--- config.mk ---
export PLATFORM = sky130hd
export DESIGN_NAME = ha_result_fifo_flat
export DESIGN_NICKNAME = d
export VERILOG_FILES = /design/src/rtl/ha_result_fifo_if.sv /design/src/rtl/ha_result_fifo.sv /design/src/flat_wrapper.sv
export SDC_FILE = /design/constraint.sdc
export NUM_CORES = 1
export LEC_CHECK = 0
export CORE_MARGIN = 2
export CORE_UTILIZATION = 36
export CTS_CLUSTER_SIZE = 30
export DETAILED_ROUTE_END_ITERATION = 8
export PLACE_DENSITY = 0.69
export SYNTH_ARGS = -nofsm -noshare
export SYNTH_HDL_FRONTEND = slang
export SYNTH_SLANG_ARGS = --single-unit
--- constraint.sdc ---
create_clock -name clk -period 4 [get_ports clk]
set_clock_uncertainty 0.15 [all_clocks]
set_input_delay 0.8 -clock clk [delete_from_list [all_inputs] [get_ports clk]]
set_output_delay 0.8 -clock clk [all_outputs]
set_load 0.02 [all_outputs]
--- src/rtl/ha_result_fifo_if.sv ---
// Handshake bundle between the half-adder stage, the result FIFO and its consumer.
// The slave modport is the FIFO's view. The master modport is the surrounding environment's view.
interface ha_result_fifo_if;
  logic in_valid;
  logic in_sum;
  logic in_carry;
  logic in_ready;
  logic out_valid;
  logic out_sum;
  logic out_carry;
  logic out_ready;

  modport master (
    output in_valid, in_sum, in_carry, out_ready,
    input  in_ready, out_valid, out_sum, out_carry
  );

  modport slave (
    input  in_valid, in_sum, in_carry, out_ready,
    output in_ready, out_valid, out_sum, out_carry
  );
endinterface

--- src/rtl/ha_result_fifo.sv ---
// Buffers half-adder {carry,sum} results for a slower consumer.
// Also keeps a saturating carry count and a sticky overflow flag.
module ha_result_fifo #(
  parameter int unsigned DEPTH = 4,
  parameter int unsigned CNT_W = 8
) (
  input  logic                     clk,
  input  logic                     rst,
  ha_result_fifo_if.slave          bus,
  output logic [$clog2(DEPTH):0]   level,
  output logic [CNT_W-1:0]         carry_count,
  output logic                     overflow
);

  localparam int unsigned PTR_W = $clog2(DEPTH);
  localparam int unsigned LVL_W = PTR_W + 1;

  typedef struct packed {
    logic carry;
    logic sum;
  } entry_t;

  entry_t           mem [DEPTH];
  logic [PTR_W-1:0] wptr;
  logic [PTR_W-1:0] rptr;
  logic             push;
  logic             pop;
  entry_t           head;

  // Full and empty flags come straight from the registered occupancy. There is no bypass or push-through.
  always_comb begin
    bus.in_ready  = (level != LVL_W'(DEPTH));
    bus.out_valid = (level != LVL_W'(0));
    push          = bus.in_valid & bus.in_ready;
    pop           = bus.out_valid & bus.out_ready;
    head          = mem[rptr];
    bus.out_sum   = head.sum;
    bus.out_carry = head.carry;
  end

  always_ff @(posedge clk) begin
    if (rst) begin
      mem         <= '{default: '0};
      wptr        <= '0;
      rptr        <= '0;
      level       <= '0;
      carry_count <= '0;
      overflow    <= 1'b0;
    end else begin
      if (push) begin
        mem[wptr] <= '{carry: bus.in_carry, sum: bus.in_sum};
        wptr      <= wptr + PTR_W'(1);
      end
      if (pop) begin
        rptr <= rptr + PTR_W'(1);
      end
      case ({push, pop})
        2'b10:   level <= level + LVL_W'(1);
        2'b01:   level <= level - LVL_W'(1);
        default: level <= level;
      endcase
      // The count holds at all-ones instead of wrapping.
      if (push && bus.in_carry && (carry_count != {CNT_W{1'b1}})) begin
        carry_count <= carry_count + CNT_W'(1);
      end
      if (bus.in_valid && !bus.in_ready) begin
        overflow <= 1'b1;
      end
    end
  end

endmodule

--- src/flat_wrapper.sv ---
// flat-port wrapper written by rule: the top's interface ports become plain ports
module ha_result_fifo_flat 
#(
  parameter int unsigned DEPTH = 4,
  parameter int unsigned CNT_W = 8
)
  (clk, rst, level, carry_count, overflow, bus_in_valid, bus_in_sum, bus_in_carry, bus_out_ready, bus_in_ready, bus_out_valid, bus_out_sum, bus_out_carry);
  ha_result_fifo_if bus_i ();
  input  logic clk;
  input  logic rst;
  output logic [$clog2(DEPTH):0] level;
  output logic [CNT_W-1:0] carry_count;
  output logic overflow;
  input wire logic [$bits(bus_i.in_valid)-1:0] bus_in_valid;
  input wire logic [$bits(bus_i.in_sum)-1:0] bus_in_sum;
  input wire logic [$bits(bus_i.in_carry)-1:0] bus_in_carry;
  input wire logic [$bits(bus_i.out_ready)-1:0] bus_out_ready;
  output wire logic [$bits(bus_i.in_ready)-1:0] bus_in_ready;
  output wire logic [$bits(bus_i.out_valid)-1:0] bus_out_valid;
  output wire logic [$bits(bus_i.out_sum)-1:0] bus_out_sum;
  output wire logic [$bits(bus_i.out_carry)-1:0] bus_out_carry;
  assign bus_i.in_valid = bus_in_valid;
  assign bus_i.in_sum = bus_in_sum;
  assign bus_i.in_carry = bus_in_carry;
  assign bus_i.out_ready = bus_out_ready;
  assign bus_in_ready = bus_i.in_ready;
  assign bus_out_valid = bus_i.out_valid;
  assign bus_out_sum = bus_i.out_sum;
  assign bus_out_carry = bus_i.out_carry;
  ha_result_fifo #(.DEPTH(DEPTH), .CNT_W(CNT_W)) u_core (.clk(clk), .rst(rst), .bus(bus_i), .level(level), .carry_count(carry_count), .overflow(overflow));
endmodule
After elaboration in Yosys (flattened, before gate mapping)
Cells that the tools add are included.
{ "word_totals": {"ff_bits": 24, "input_bits": 6, "output_inout_bits": 16, "word_cells": 43} }
{ "classes": {"add_sub_neg": 5, "magnitude_cmp": 3, "eq_ne": 4, "muxes": 7, "bitwise": 4, "reduce_logical": 7} }
{ "ops": {"columns": ["op", "count"], "rows": [
  ["adder 8 x 1 -> 8 bit (second input constant)", 1],
  ["bitwise mux 8 bit", 1],
  ["!= test 8 bit (second input constant)", 1],
  [">= comparator 3 bit (second input constant)", 2],
  ["two-way mux 2 bit", 3],
  ["NOT 2 -> 3 bit", 2],
  ["case mux 3 bit (2 select lines)", 1],
  ["adder 2 x 1 -> 2 bit (second input constant)", 2],
  ["binary-select mux 2 bit (select 2 bit)", 1],
  ["demux 2 bit (select 2 bit)", 1],
  ["logical AND 1 bit", 4],
  ["adder 3 x 1 -> 3 bit (second input constant)", 1],
  ["less-than comparator 3 x 1 -> 1 bit (second input constant)", 1],
  ["!= test 3 bit (second input constant)", 1],
  ["nonzero test 3 bit", 1],
  ["subtractor 3 x 1 -> 3 bit (second input constant)", 1],
  ["bitwise AND 1 bit", 2],
  ["equality test 2 x 1 -> 1 bit (second input constant)", 1],
  ["equality test 2 bit (second input constant)", 1],
  ["nonzero test 2 bit", 1],
  ["logical NOT 1 bit", 1]
]} }

Longest topological paths before layout
{ "depth": {"word_depth": 6, "depth_mapped": 9, "ltp_nobuf": 8} }

Least setup slack after synthesis
No wires, ideal clock.
{ "synth_timing": {"path_type": "register to register", "startpoint": "reg u_core.level[2]", "endpoint": "reg u_core.level[2]", "setup_ns": 0.071, "t_arrival_ns": 2.302, "t_required_ns": 3.779, "slack_ns": 1.478, "path_stages_with_launch": 10, "n_path_buf": 1, "period_less_slack_ns": 2.522, "path_cell_list": "dfxtp_1 > or3b_1 > buf_4 > nand2_1 > ha_1 > inv_1 > fa_1 > xor2_1 > or3_1 > a21oi_1"} }
{ "synth_via": {"elab_chain_cells": 4, "elab_cells_between_ends": 10, "cone_classes": "add/sub: 2; eq/ne: 3; mux: 1; bitwise: 2; reduce/logical: 2"} }
{ "synth_lines": {"columns": ["item", "line", "source"], "rows": [
  ["start: declaration", "ha_result_fifo.sv:10", "output logic [$clog2(DEPTH):0] level,"],
  ["start signal: assignment", "ha_result_fifo.sv:58", "2'b10: level <= level + LVL_W'(1);"],
  ["start signal: assignment", "ha_result_fifo.sv:59", "2'b01: level <= level - LVL_W'(1);"],
  ["start signal: assignment", "ha_result_fifo.sv:60", "default: level <= level;"],
  ["!= test 3 bit (*)", "ha_result_fifo.sv:32", "bus.in_ready = (level != LVL_W'(DEPTH));"],
  ["net bus_in_ready", "flat_wrapper.sv:18", "output wire logic [$bits(bus_i.in_ready)-1:0] bus_in_ready;"],
  ["bitwise AND 1 bit (*)", "ha_result_fifo.sv:34", "push = bus.in_valid & bus.in_ready;"],
  ["equality test 2 x 1 -> 1 bit or equality test 2 bit (tied branches)", "ha_result_fifo.sv:57", "case ({push, pop})"],
  ["case mux 3 bit (2 select lines) or nonzero test 2 bit (tied branches)", null, null]
]} }
The timed path passes the listed nets; every way through them passes the cells marked *.
A chain may end at the register's enable or synchronous reset.

Worst setup path in the final report
{ "layout_timing": {"startpoint": "reg u_core.rptr[0]", "endpoint": "out bus_out_carry"} }
{ "layout_via": {"elab_chain_cells": 4} }
{ "layout_lines": {"columns": ["item", "line", "source"], "rows": [
  ["start: declaration", "ha_result_fifo.sv:25", "logic [PTR_W-1:0] rptr;"],
  ["start signal: assignment", "ha_result_fifo.sv:55", "rptr <= rptr + PTR_W'(1);"],
  ["NOT 2 -> 3 bit (implied by the code)", "ha_result_fifo.sv:36", "head = mem[rptr];"],
  ["binary-select mux 2 bit (select 2 bit)", "ha_result_fifo.sv:36", null],
  ["two-way mux 2 bit (implied by the code) (2 in a row)", "ha_result_fifo.sv:36", null],
  ["end: declaration", "flat_wrapper.sv:21", "output wire logic [$bits(bus_i.out_carry)-1:0] bus_out_carry;"]
]} }
No other way between the ends. The select of a mux whose other input is x is not followed.

==> impl_metrics.toml <==
[clock_network]
cts_tree = "yes"
worstSkewPairLatency_ps = 310
cts_made_buffers = 3
cts.clk_slew.worst_paths_ps = 130
cts_num_sinks = 24
post_cts_resized = 0
root_buffer = "clkbuf_4"
max-clock-path-buffers = 2
holdBufCountCts = 0
post_cts_buffers = 0
cts-htree-levels = 1

[timing]
min_period_ps = 2810
rsz0062_at_grt = "false"
slew_headroom_pct = 44.4
whs_ps = 359
hold_viol = 0
period_share_pct = 70.4
slew_violations = 0
setup_viol = 0
fmax_ghz = 0.355
setup-tns-final_ps = 0
worstMarginPinSlew_ps = 832

[die]
die_h_um = 61.5
num_io_pins = 22
coreArea_um2 = 3100
dieWidth_um = 61.5
start_util_pct = 38.4
row_count = 20
fp.dieArea_um2 = 3780

[critical_path]
end_kind = "primary output"
worst-path-stages = 2
r2r-end = "u_core.level[2]"
cp_cell_sequence = "mux4_2 > clkdlybuf4s50_1"
r2r_start = "u_core.level[2]"
slowest_stage = "clkdlybuf4s50_1"
worstRegToRegCells = 8
worstSetupPathType = "reg -> out"
r2r_slack_ps = 1410
cp_max_fo = 4
slowest_delay_ps = 560
worst-path-buf-inv = 1
required_ps = 3050
start_kind = "flip-flop"
critPathTopFamily = "buffers and inverters"
arrival_ps = 1860

[placement]
dp.cells = 186
place_area_um2 = 1420
numPortBuffers = 21
gp_congestion = 0.802
dp_hpwl_um = 1770

[synthesis]
synth_cell_types = 34
synth_area_leaders = "dfxtp_1 (40%), mux2i_1 (6.7%), ha_1 (6.3%), nor2_1 (5.4%), mux4_2 (3.8%)"
synth_area_leader_cell = "dfxtp_1"
seq_area_frac_synth_pct = 40.3
yosysMostFrequentCell = "dfxtp_1"
synth_area_per_cell_um2 = 9.31
yosysTopAreaCellShare_pct = 40.3
synth-edff-count = 0
yosysWarnings = 0
synth_ff_type = "dfxtp_1"
netlist_instances = 128
syn-cell-area_um2 = 1190
synthArstFlopShare_pct = 0
synth_nets = 141
synth-seq-cells = 24
synthTopCellsByCount = "dfxtp_1 (24), nor2_1 (17), a21oi_1 (8), mux2i_1 (8), nand3_1 (8)"

[layout]
num-nets-final = 160
syn2layout_area_growth_pct = 22.1
drive_above_1_share_pct = 6.85
finalNonFillerCells = 190
stdcell_area_um2 = 1450
antenna_cells = 0

[grt]
grt_pass1_vias = 947
grt_max_degree = 26
antenna_found_initial = 0
grt-ovfl-total = 0
grt_pass1_wl_um = 3780
track_usage_pct = 13.3

[power_and_ir_drop]
ir_worst_vdd_mv = 0.326
power.density_nw_per_um2 = 488
p_leak_nw = 0.554

[routing]
first_iter_violations = 59
route.detailed.drc = 0
via_per_inst = 4.99
drt-total-wl_um = 2300
antenna_left = 0
dr.pass1.iters = 4
vias = 949
post_drt_wl_per_cell_um = 12.1

[flow_run]
drv_cap = 0

[worst_hold_path]
min_from = "u_core.overflow"
hold_end = "u_core.overflow"
hold_path.class = "reg -> reg"
whs_path_depth = 2

[run_status]
status = "finished clean"
==> sequential cells by signal, indices dropped and copies added (netlist names) <==
| register | flops |
|---|---|
| u_core.carry_count | 8 |
| u_core.overflow | 1 |
| u_core.rptr | 2 |
| u_core.wptr | 2 |
| u_core.mem | 8 |
| u_core.level | 3 |
==> tightest hold or removal path, delay by kind of cell, from the launching register on <==
kind | cells | cell delay [ps]
flops | 1 | 360
simple gates | 1 | 70
compound gates | 1 | 50
==> worst max path at each step <==
stage | start | endpoint | slack [ps]
floorplan | u_core.level[2] | u_core.level[2] | 1480
global placement | bus_in_valid | u_core.level[2] | 1050
detailed placement | bus_in_valid | u_core.level[2] | 960
CTS | u_core.rptr[0] | bus_out_carry | 1150
global route | u_core.level[2] | bus_in_ready | 1080
finish | u_core.rptr[0] | bus_out_carry | 1190
==> final cells by class <==
class,instances,area (um^2)
inverter,6,22.5
fill,329,1650
clock buffer,4,36.3
tap,44,55.1
multi-input combinational,91,649
timing repair buffer,21,210
sequential,24,480
==> power breakdown <==
part | total [mW] | leakage [nW] | internal [mW] | switching, mW
Combinational | 0.275 | 0.338 | 0.133 | 0.141
Sequential | 0.310 | 0.195 | 0.271 | 0.0385
Clock | 0.125 | 0.0210 | 0.0556 | 0.0692
==> metal layers <==
metal  wire length [um]  global-route usage, %  part of all wire, %
met3                 52                   2.52                  2.3
met5                  0                      0                    0
met1                935                   13.5                   41
met2               1290                   26.8                   56
met4                 24                   3.95                  1.0
==> cells by family (layout without fill, tap and decap cells) <==
| logic type | after synthesis | after routing | synth area share (%) |
|---|---|---|---|
| XOR/XNOR | 5 | 5 | 3.68 |
| AND/OR/NAND/NOR | 50 | 50 | 22.0 |
| multiplexers | 11 | 11 | 11.4 |
| AO/OA/AOI/OAI | 18 | 18 | 9.45 |
| adder cells (fa/ha/maj) | 7 | 7 | 7.98 |
| buffers and inverters | 13 | 31 | 5.15 |
| flip-flops | 24 | 24 | 40.3 |
==> placed cells by master, fill, tap and decap left out, types with 2 or more instances in the layout <==
master	count
a21oi_1	8
clkbuf_4	3
clkdlybuf4s50_1	21
dfxtp_1	24
ha_1	6
inv_1	6
mux2i_1	8
mux4_2	2
nand2_1	7
nand3_1	8
nor2_1	17
nor2b_1	2
nor3_1	2
o21ai_0	3
o31ai_1	3
or3_1	4
or3b_1	2
or4_1	2
xnor2_1	2
xor2_1	3
==> metrics by stage <==
| step | setup WS (ps) | power, mW | utilization (%) |
|---|---|---|---|
| CTS | 1150 | 0.719 | 46.9 |
| floorplan | 1480 | 0.495 | - |
| global placement | 1050 | 0.583 | 45.7 |
| finish | 1190 | 0.709 | 46.9 |
| detailed placement | 963 | 0.592 | 45.7 |
| global route | 1080 | 0.765 | 46.9 |
(Power assumes the default switching activity.)
